--- config.mk ---
export PLATFORM = sky130hd
export DESIGN_NAME = if_id_hazard_ctrl
export DESIGN_NICKNAME = d
export VERILOG_FILES = /design/src/rtl/if_id_hazard_ctrl_pkg.sv /design/src/rtl/hazard_perf_counter.sv /design/src/rtl/if_id_hazard_ctrl.sv
export SDC_FILE = /design/constraint.sdc
export NUM_CORES = 1
export LEC_CHECK = 0
export BUFFER_PORTS_ARGS = -buffer_cell sky130_fd_sc_hd__buf_2
export CAP_MARGIN = 20
export CORE_UTILIZATION = 45
export DETAILED_ROUTE_END_ITERATION = 16
export GPL_TIMING_DRIVEN = 0
export PLACE_DENSITY = 0.66
export SLEW_MARGIN = 10
export SYNTH_ARGS = -nofsm -noshare
export SYNTH_HDL_FRONTEND = slang
export SYNTH_SLANG_ARGS = --single-unit
--- constraint.sdc ---
create_clock -name clk -period 2.3 [get_ports clk]
set_input_delay 0.345 -clock clk [delete_from_list [all_inputs] [get_ports clk]]
set_output_delay 0.345 -clock clk [all_outputs]
set_load 0.02 [all_outputs]
--- src/rtl/if_id_hazard_ctrl_pkg.sv ---
// Shared definitions for the IF/ID hazard control slice.
// Holds the controller state encoding, the NOP word loaded on an IF/ID
// flush, and the load-use hazard detect helper.
package if_id_hazard_ctrl_pkg;

  // Controller states; encoding 2'd3 is unused and recovers to RUN.
  typedef enum logic [1:0] {
    ST_RUN          = 2'd0,
    ST_MISS         = 2'd1,
    ST_MISS_DISCARD = 2'd2
  } state_e;

  // addi x0, x0, 0 -- the word the IF/ID register loads when flushed.
  localparam logic [31:0] NOP_INSTR = 32'h0000_0013;

  // A load in EX whose destination feeds the instruction in ID. x0 never
  // creates a dependency, and rs2 only matters when ID actually reads it.
  function automatic logic load_use_hazard(
    input logic       ex_mem_read,
    input logic [4:0] ex_rd,
    input logic [4:0] id_rs1,
    input logic [4:0] id_rs2,
    input logic       id_uses_rs2
  );
    logic rd_nz;
    logic hit_rs1;
    logic hit_rs2;
    rd_nz   = (ex_rd != 5'd0);
    hit_rs1 = (ex_rd == id_rs1);
    hit_rs2 = id_uses_rs2 && (ex_rd == id_rs2);
    return ex_mem_read && rd_nz && (hit_rs1 || hit_rs2);
  endfunction

endpackage

--- src/rtl/hazard_perf_counter.sv ---
// Saturating performance counter with synchronous clear.
// Latency: count visible the cycle after an increment.
// Backpressure: none; holds at all-ones instead of wrapping.
module hazard_perf_counter #(
  parameter int W = 32
) (
  input  logic         clk_i,
  input  logic         clr_i,
  input  logic         inc_i,
  output logic [W-1:0] cnt_o
);

  logic [W-1:0] cnt_q;
  logic [W-1:0] cnt_d;

  // Next count: bump on increment unless already saturated.
  always_comb begin
    cnt_d = cnt_q;
    if (inc_i && (cnt_q != {W{1'b1}})) begin
      cnt_d = cnt_q + 1'b1;
    end
  end

  // Count register; clear has priority over increment.
  always_ff @(posedge clk_i) begin
    if (clr_i) begin
      cnt_q <= '0;
    end else begin
      cnt_q <= cnt_d;
    end
  end

  assign cnt_o = cnt_q;

endmodule

--- src/rtl/if_id_hazard_ctrl.sv ---
// IF/ID and PC sequencing from icache hit, load-use hazards and EX redirects.
// Latency: enables/flushes are combinational from state and inputs.
// Backpressure: stalls PC on load-use or miss; branch > load-use > miss.
module if_id_hazard_ctrl #(
  parameter int XLEN         = 32,
  parameter int MISS_TIMEOUT = 64,
  parameter int TO_W         = 7
) (
  input  logic            clk,
  input  logic            rst,
  input  logic            icache_hit,
  input  logic [4:0]      id_rs1,
  input  logic [4:0]      id_rs2,
  input  logic            id_uses_rs2,
  input  logic [4:0]      ex_rd,
  input  logic            ex_mem_read,
  input  logic            ex_branch_taken,
  output logic            pc_write,
  output logic            if_id_write,
  output logic            if_id_flush,
  output logic            id_ex_flush,
  output logic            miss_err,
  output logic [XLEN-1:0] stall_cnt,
  output logic [XLEN-1:0] flush_cnt
);

  import if_id_hazard_ctrl_pkg::*;

  localparam logic [TO_W-1:0] TIMEOUT_VAL = TO_W'(MISS_TIMEOUT);

  state_e          state_q;
  state_e          state_d;
  logic [TO_W-1:0] wait_cnt_q;
  logic [TO_W-1:0] wait_cnt_d;
  logic            miss_err_q;
  logic            miss_err_d;
  logic            lu;
  logic            flush_inc;
  logic            stall_inc;
  state_e          state_nxt;

  assign lu = load_use_hazard(ex_mem_read, ex_rd, id_rs1, id_rs2, id_uses_rs2);

  // Per-state output decode and raw next state, branch first, then
  // load-use, then fetch miss.
  always_comb begin
    pc_write    = 1'b1;
    if_id_write = 1'b1;
    if_id_flush = 1'b0;
    id_ex_flush = 1'b0;
    flush_inc   = 1'b0;
    state_nxt   = state_q;
    case (state_q)
      ST_RUN: begin
        if (ex_branch_taken) begin
          if_id_flush = 1'b1;
          id_ex_flush = 1'b1;
          flush_inc   = 1'b1;
          // A redirect that also misses leaves the wrong-path fetch in flight.
          state_nxt   = icache_hit ? ST_RUN : ST_MISS_DISCARD;
        end else if (lu) begin
          pc_write    = 1'b0;
          if_id_write = 1'b0;
          id_ex_flush = 1'b1;
        end else if (!icache_hit) begin
          pc_write    = 1'b0;
          if_id_flush = 1'b1;
          state_nxt   = ST_MISS;
        end
      end
      ST_MISS: begin
        if (ex_branch_taken) begin
          if_id_flush = 1'b1;
          id_ex_flush = 1'b1;
          flush_inc   = 1'b1;
          state_nxt   = ST_MISS_DISCARD;
        end else if (lu) begin
          pc_write    = 1'b0;
          if_id_write = 1'b0;
          id_ex_flush = 1'b1;
        end else if (!icache_hit) begin
          pc_write    = 1'b0;
          if_id_flush = 1'b1;
        end else begin
          state_nxt   = ST_RUN;
        end
      end
      ST_MISS_DISCARD: begin
        if (ex_branch_taken) begin
          if_id_flush = 1'b1;
          id_ex_flush = 1'b1;
          flush_inc   = 1'b1;
        end else if (lu) begin
          pc_write    = 1'b0;
          if_id_write = 1'b0;
          id_ex_flush = 1'b1;
        end else if (!icache_hit) begin
          pc_write    = 1'b0;
          if_id_flush = 1'b1;
        end else begin
          // Stale word arrives: drop it, and let the redirected fetch issue.
          if_id_flush = 1'b1;
          state_nxt   = ST_RUN;
        end
      end
      default: begin
        state_nxt = ST_RUN;
      end
    endcase

    // Reset holds the pipeline frozen and bubbled regardless of state.
    if (rst) begin
      pc_write    = 1'b0;
      if_id_write = 1'b0;
      if_id_flush = 1'b1;
      id_ex_flush = 1'b1;
      flush_inc   = 1'b0;
    end
  end

  // Miss-wait tracking: restart on entry (or on a fresh redirect), count
  // while waiting, and bail out to RUN with a sticky error on timeout.
  always_comb begin
    state_d    = state_nxt;
    wait_cnt_d = '0;
    miss_err_d = miss_err_q;
    if ((state_nxt != ST_RUN) && (state_nxt == state_q) && !ex_branch_taken) begin
      wait_cnt_d = wait_cnt_q + 1'b1;
      if (wait_cnt_d == TIMEOUT_VAL) begin
        state_d    = ST_RUN;
        wait_cnt_d = '0;
        miss_err_d = 1'b1;
      end
    end
  end

  // State, wait counter and error flag registers.
  always_ff @(posedge clk) begin
    if (rst) begin
      state_q    <= ST_RUN;
      wait_cnt_q <= '0;
      miss_err_q <= 1'b0;
    end else begin
      state_q    <= state_d;
      wait_cnt_q <= wait_cnt_d;
      miss_err_q <= miss_err_d;
    end
  end

  assign miss_err  = miss_err_q;
  assign stall_inc = !pc_write;

  hazard_perf_counter #(.W(XLEN)) u_stall_cnt (
    .clk_i (clk),
    .clr_i (rst),
    .inc_i (stall_inc),
    .cnt_o (stall_cnt)
  );

  hazard_perf_counter #(.W(XLEN)) u_flush_cnt (
    .clk_i (clk),
    .clr_i (rst),
    .inc_i (flush_inc),
    .cnt_o (flush_cnt)
  );

endmodule

==> flow_metrics.py, run 1 <==
metrics = {
    "placement": {
        "routabilityCongestion": 0.864,
        "dpl_cell_area_um2": 4460,
        "hpwl_um": 7280,
        "dp_worst_setup_slack_ns": -0.347,
        "port_buffers": 87,
    },
    "routing": {
        "routedWlPerCell_um": 15.2,
        "ant_nets": 0,
        "drt_wl_total_um": 10500,
        "drc": 0,
        "routed-via-count": 3940,
        "vias_per_cell": 5.71,
        "first_pass_iters": 4,
        "drt_iter0_markers": 151,
    },
    "global_routing": {
        "grt_start_max_net_pins": 13,
        "grt_use_total": 0.234,
        "grt_pass1_vias": 3498,
        "overflow": 0,
        "antenna_found_initial": 0,
        "grt_use_met3": 0.0526,
        "grt_pass1_wl_um": 16500,
        "grt_use_met2": 0.390,
        "grtUsageMet1": 0.295,
        "busiest_layer": "met2",
    },
    "synthesis": {
        "yosysSeqAreaShare": 0.380,
        "synth_cells": 473,
        "yosysTopAreaCell": "dfxtp_1",
        "synth-xor-area-share": 0.0899,
        "ys_warn_count": 0,
        "muxShareOfSynthArea": 0.0283,
        "synth-compound-area-share": 0.128,
        "yosys.cell_types.count": 51,
        "synth_fa_ha_area_frac": 0.00964,
        "synth_flop_cell": "dfxtp_1",
        "synth_area_per_cell_um2": 8.23,
        "yosys.area_share.simple": 0.325,
        "synth-async-reset-ratio": 0,
        "synth_top_area_frac": 0.380,
        "synth_top_family_by_area": "simple AND/OR/NAND/NOR gates",
        "ys_top_cells_by_area": "dfxtp_1 (38%), xor2_1 (7.2%), nor2_1 (5.4%), nand3_1 (4.2%), a21oi_1 (4.1%)",
        "synth_nets": 497,
        "synth_enable_flop_cells": 0,
        "ys_ff_latch": 74,
        "syn_area_um2": 3890,
    },
    "setup_path": {
        "path_class": "in -> out",
        "cp_data_arrival_time_ns": 1.91,
        "crit_fanout": 10,
        "critPathLaunchType": "input pin",
        "cp.required_ns": 1.96,
        "cpMaxStageDelayCell": "or4_4",
        "crit_chain": "buf_2 > or4_4 > o21ai_2 > or3_1 > o21a_1 > buf_6 > buf_8 > buf_6",
        "crit_top_cell": "buf_6",
        "slowest_delay_ns": 0.53,
        "cp-end-kind": "primary output",
    },
    "cts": {
        "clockBufferDepth": 2,
        "numClockSinks": 74,
        "htreeDepth": 3,
        "cts_tree": "built",
        "clock_latency_ns": 0.35,
        "root_buffer": "clkbuf_8",
        "path_clk_slew_ns": 0.08,
        "cts_buffers": 9,
    },
    "finish": {
        "layout.nets": 604,
        "final_common_cell": "buf_2",
        "fin_area_um2": 4920,
        "layout-drive-gt1-share": 0.285,
        "regArea_um2": 1500,
        "antennaDiodeCount": 0,
        "final_cell_mix": "buf_2 (87), dfxtp_1 (62), nor2_1 (55)",
        "multiInputGateArea_um2": 2350,
        "syn_to_final_growth_pct": 26.3,
        "num-fill-cells": 758,
    },
    "die": {
        "die_y_um": 95.0,
        "start_util": 0.469,
        "die-area_um2": 9030,
        "rows": 33,
        "core-area_um2": 8300,
        "die_x_um": 95.0,
        "io_pins": 90,
    },
    "power": {
        "p_leak_nw": 1.97,
        "p_per_area_nw_per_um2": 549,
        "ir_drop_v": 0.000317,
    },
    "hold_path": {
        "hp-class": "in -> reg",
    },
    "timing": {
        "setup_slack_ns": 0.0490,
        "tightestPinTransition_ns": 0.544,
        "setup_viol_count_final": 0,
        "fin_crit_ns": 2.25,
        "hold_violations": 0,
        "relSlewSlack": 0.637,
        "clock.fmax_mhz": 444,
        "clock_skew_ns": 0.0117,
        "fin_crit_sh": 0.979,
        "slew_violations": 0,
    },
    "status": {
        "status": "finished, final reports clean",
    },
    "job": {
        "maxCapViolations": 0,
    },
}
final timing paths:
kind / startpoint / end / slack [ns] / depth (start not counted)
hold reg to reg: miss_err / miss_err / 0.45 / 2
setup reg to reg: u_stall_cnt.cnt_o[0] / u_stall_cnt.cnt_o[15] / 0.08 / 8
hold / removal: icache_hit / state_q[0] / 0.35 / 4
setup / recovery: ex_rd[1] / pc_write / 0.05 / 8
layer usage:
metal  share of wire  vias to the layer above  wire, µm
met5               0                        -         0
met4           0.015                        0       159
met3           0.058                       18       608
met2            0.49                      130      5110
met1            0.44                     1861      4600
li1                -                     1931         -
cells in the mapped netlist (3+ instances only):
| cell | number |
|---|---|
| or3_1 | 16 |
| nor3_1 | 12 |
| nor2_1 | 56 |
| buf_2 | 4 |
| clkbuf_1 | 20 |
| o31ai_1 | 19 |
| inv_1 | 10 |
| nor3_2 | 3 |
| nor2b_1 | 10 |
| and4_1 | 4 |
| xnor2_1 | 8 |
| nand2_1 | 30 |
| o21ai_0 | 13 |
| nand4_1 | 16 |
| nand2b_1 | 3 |
| or4_1 | 20 |
| mux2_2 | 6 |
| and3_1 | 9 |
| xor2_1 | 32 |
| dfxtp_1 | 74 |
| a21oi_1 | 32 |
| ha_1 | 3 |
| nor4_1 | 7 |
| nand3_1 | 33 |
critical path: cells and delay by family:
family,cells,cell delay (ns)
simple gates,2,0.66
compound gates,2,0.38
buf+inv,4,0.51
cell type report:
class,count,area share
Buffer,24,0.0285
Clock buffer,11,0.0267
Clock inverter,5,0.0209
Inverter,10,0.00763
Multi-Input combinational cell,363,0.477
Sequential cell,74,0.306
Tap cell,105,0.0267
Timing Repair Buffer,98,0.107
through the flow:
stage	TNS [ns]	cells	hold slack, ns	util	power [mW]
6_report	0	690	0.355	0.593	2.70
5_1_grt	-0.00750	690	0.374	0.593	2.79
3_3_place_gp	-7.55	665	0.433	0.538	1.49
4_1_cts	0	681	0.355	0.574	2.70
2_1_floorplan	0	473	0.430	-	1.43
3_5_place_dp	-8.68	665	0.441	0.538	1.49
cell families after synthesis:
logic type / after synthesis
buf+inv: 36
compound gates: 80
xor+xnor: 40
flops: 74
simple gates: 230
fa+ha+maj: 3
mux: 10
what timing repair did:
action | 4_1_cts | 5_1_grt
buffers inserted | 2 | 9
pin swaps | 4 | 8
hold buffers | 0 | 0
resized for setup | 18 | 42
endpoints found under the setup margin | 44 | 39
sequential cells by signal, indices dropped and copies added, names as in the netlist:
name and cells:
state_q 2, wait_cnt_q 7, u_flush_cnt.cnt_o 32, miss_err 1
u_stall_cnt.cnt_o 32
power by group:
group	switching [mW]	total, mW	internal [mW]	leakage, nW
Sequential	0.0135	1.30	1.29	0.603
Combinational	0.113	0.183	0.0695	1.25
Clock	0.498	1.22	0.720	0.114
Note: power is estimated with default switching activity, not from simulation.
==> run 2, diff against run 1 <==
--- a/config.mk
+++ b/config.mk
@@ -9,7 +9,7 @@
 export CAP_MARGIN = 20
 export CORE_UTILIZATION = 45
 export DETAILED_ROUTE_END_ITERATION = 16
-export GPL_TIMING_DRIVEN = 0
+export GPL_TIMING_DRIVEN = 1
 export PLACE_DENSITY = 0.66
 export SLEW_MARGIN = 10
 export SYNTH_ARGS = -nofsm -noshare
==> run 2 against run 1 <==
Sequential cell count stayed put. Final cell count is 0.29% lower. Via count is 4.0% lower. Cell area is 1.3% lower. Routed wire length is 11% lower. First-iteration DRC count is 16% lower. Global-route usage is 2.1 points lower. Critical endpoint unchanged. Highest routed layer unchanged.
==> flow_metrics.py, run 2 (synthesis gave the netlist of run 1 again) <==
metrics = {
    "global_routing": {
        "grt_start_max_net_pins": 81,
        "grt_use_met3": 0.0486,
        "grt_pass1_vias": 3461,
        "grtUsageMet1": 0.256,
        "grt_use_met2": 0.375,
        "overflow": 0,
        "grt_pass1_wl_um": 15400,
        "grt_use_total": 0.213,
        "antenna_found_initial": 0,
        "busiest_layer": "met2",
    },
    "cts": {
        "cts_tree": "built",
        "root_buffer": "clkbuf_8",
        "path_clk_slew_ns": 0.07,
        "htreeDepth": 3,
        "clockBufferDepth": 2,
        "numClockSinks": 74,
        "clock_latency_ns": 0.35,
        "cts_buffers": 9,
    },
    "status": {
        "status": "finished, final reports clean",
    },
    "power": {
        "power_switching_mw": 0.611,
        "combPwrFrac": 0.075,
        "ir_drop_v": 0.000297,
        "p_leak_nw": 1.96,
        "cell_internal_pwr_mw": 1.78,
        "sw_frac_of_total": 0.255,
        "clockPowerShare": 0.383,
        "p_seq_frac": 0.542,
        "power.total_mw": 2.39,
        "p_per_area_nw_per_um2": 493,
    },
    "timing": {
        "setup_viol_count_final": 0,
        "tightestPinTransition_ns": 0.814,
        "fin_crit_ns": 2.19,
        "slew_violations": 0,
        "relSlewSlack": 0.457,
        "holdWs_ns": 0.374,
        "finalSetupTns_ns": 0,
        "clock.fmax_mhz": 457,
        "hold_violations": 0,
        "clock_skew_ns": 0.00683,
        "fin_crit_sh": 0.952,
    },
    "finish": {
        "fin_area_um2": 4850,
        "antennaDiodeCount": 0,
        "layout-drive-gt1-share": 0.274,
        "utilization": 0.585,
        "syn_to_final_growth_pct": 24.6,
        "final_common_cell": "buf_2",
        "layout.nets": 602,
        "final_cell_mix": "buf_2 (89), dfxtp_1 (71), nor2_1 (56)",
    },
    "setup_path": {
        "crit_chain": "buf_2 > or4_1 > o21ai_0 > or3_1 > o21a_1 > buf_12 > buf_2",
        "cp.required_ns": 1.96,
        "crit_top_cell": "buf_2",
        "cp_data_arrival_time_ns": 1.84,
        "slowest_delay_ns": 0.51,
        "critPathLaunchType": "input pin",
        "crit_fanout": 17,
        "path_class": "in -> out",
        "cp-end-kind": "primary output",
        "cp_top_family": "simple AND/OR/NAND/NOR gates",
        "worst-path-buf-inv": 3,
        "cpMaxStageDelayCell": "or4_1",
    },
    "die": {
        "core-area_um2": 8300,
        "start_util": 0.469,
        "die-area_um2": 9030,
        "rows": 33,
        "io_pins": 90,
        "die_x_um": 95.0,
        "die_y_um": 95.0,
    },
    "hold_path": {
        "hp-class": "in -> reg",
    },
    "placement": {
        "hpwl_um": 6550,
        "routabilityCongestion": 0.866,
        "dpl_cell_area_um2": 4640,
        "port_buffers": 89,
    },
    "routing": {
        "drt_wl_total_um": 9290,
        "vias_per_cell": 5.50,
        "first_pass_iters": 4,
        "drt_iter0_markers": 127,
        "routed-via-count": 3782,
        "ant_nets": 0,
        "routedWlPerCell_um": 13.5,
        "drc": 0,
    },
    "job": {
        "maxCapViolations": 0,
    },
}
==> run 2: cell count changes in the layout (fill, tap and decap cells not counted), sizes merged <==
cell	change
bufinv	-3
clkinvlp	+2
clkinv	+1
inv	+1
a311o	+1
buf	+14
clkbuf	-18
==> run 2: layout make-up <==
type | instances | area [µm²]
timing repair buffer | 119 | 721
sequential | 74 | 1490
clock buffer | 10 | 138
multi-input combinational | 364 | 2300
inverter | 10 | 37.5
clock inverter | 6 | 41.3
tap | 105 | 131
fill | 787 | 3450
==> run 2: metrics by stage <==
| stage | std cells | setup WS [ns] |
|---|---|---|
| 6_report | 688 | 0.111 |
| 5_1_grt | 688 | -0.00556 |
| 4_1_cts | 687 | 0.0412 |
| 3_5_place_dp | 671 | -0.0592 |
| 3_3_place_gp | 671 | -0.0133 |
| 2_1_floorplan | 473 | 0.0310 |
==> run 2: per-layer routing <==
layer,routed length (µm),vias up
met2,4460,76
li1,-,1937
met1,4270,1755
met3,416,14
met4,142,0
met5,0,-
==> run 2: final timing paths <==
kind                                 to                  from  cells past startpoint  slack (ns)
setup / recovery               pc_write              ex_rd[1]                      7        0.11
hold / removal               state_q[0]            icache_hit                      4        0.37
setup reg to reg  u_stall_cnt.cnt_o[28]  u_stall_cnt.cnt_o[4]                      8        0.14
hold reg to reg                miss_err              miss_err                      2        0.45
==> run 2: what timing repair did <==
item | in CTS | in global routing
gates cloned | 0 | 1
resized for setup | 2 | 5
hold buffers | 0 | 0
buffers inserted | 0 | 0
endpoints found under the setup margin | 5 | 9
pin swaps | 0 | 1
==> run 2: power by group through the flow <==
stage | logic (mW) | clock network, mW | registers (mW)
floorplan | 0.0975 | 0 | 1.33
global placement | 0.174 | 0 | 1.33
detailed placement | 0.178 | 0 | 1.33
CTS | 0.179 | 0.950 | 1.30
global route | 0.198 | 0.989 | 1.30
finish | 0.178 | 0.917 | 1.30
==> run 2: worst min-delay path, cell delays in order <==
cell	delay, ns
buf_2	0.07
inv_1	0.08
nor2_1	0.12
nor4bb_1	0.05
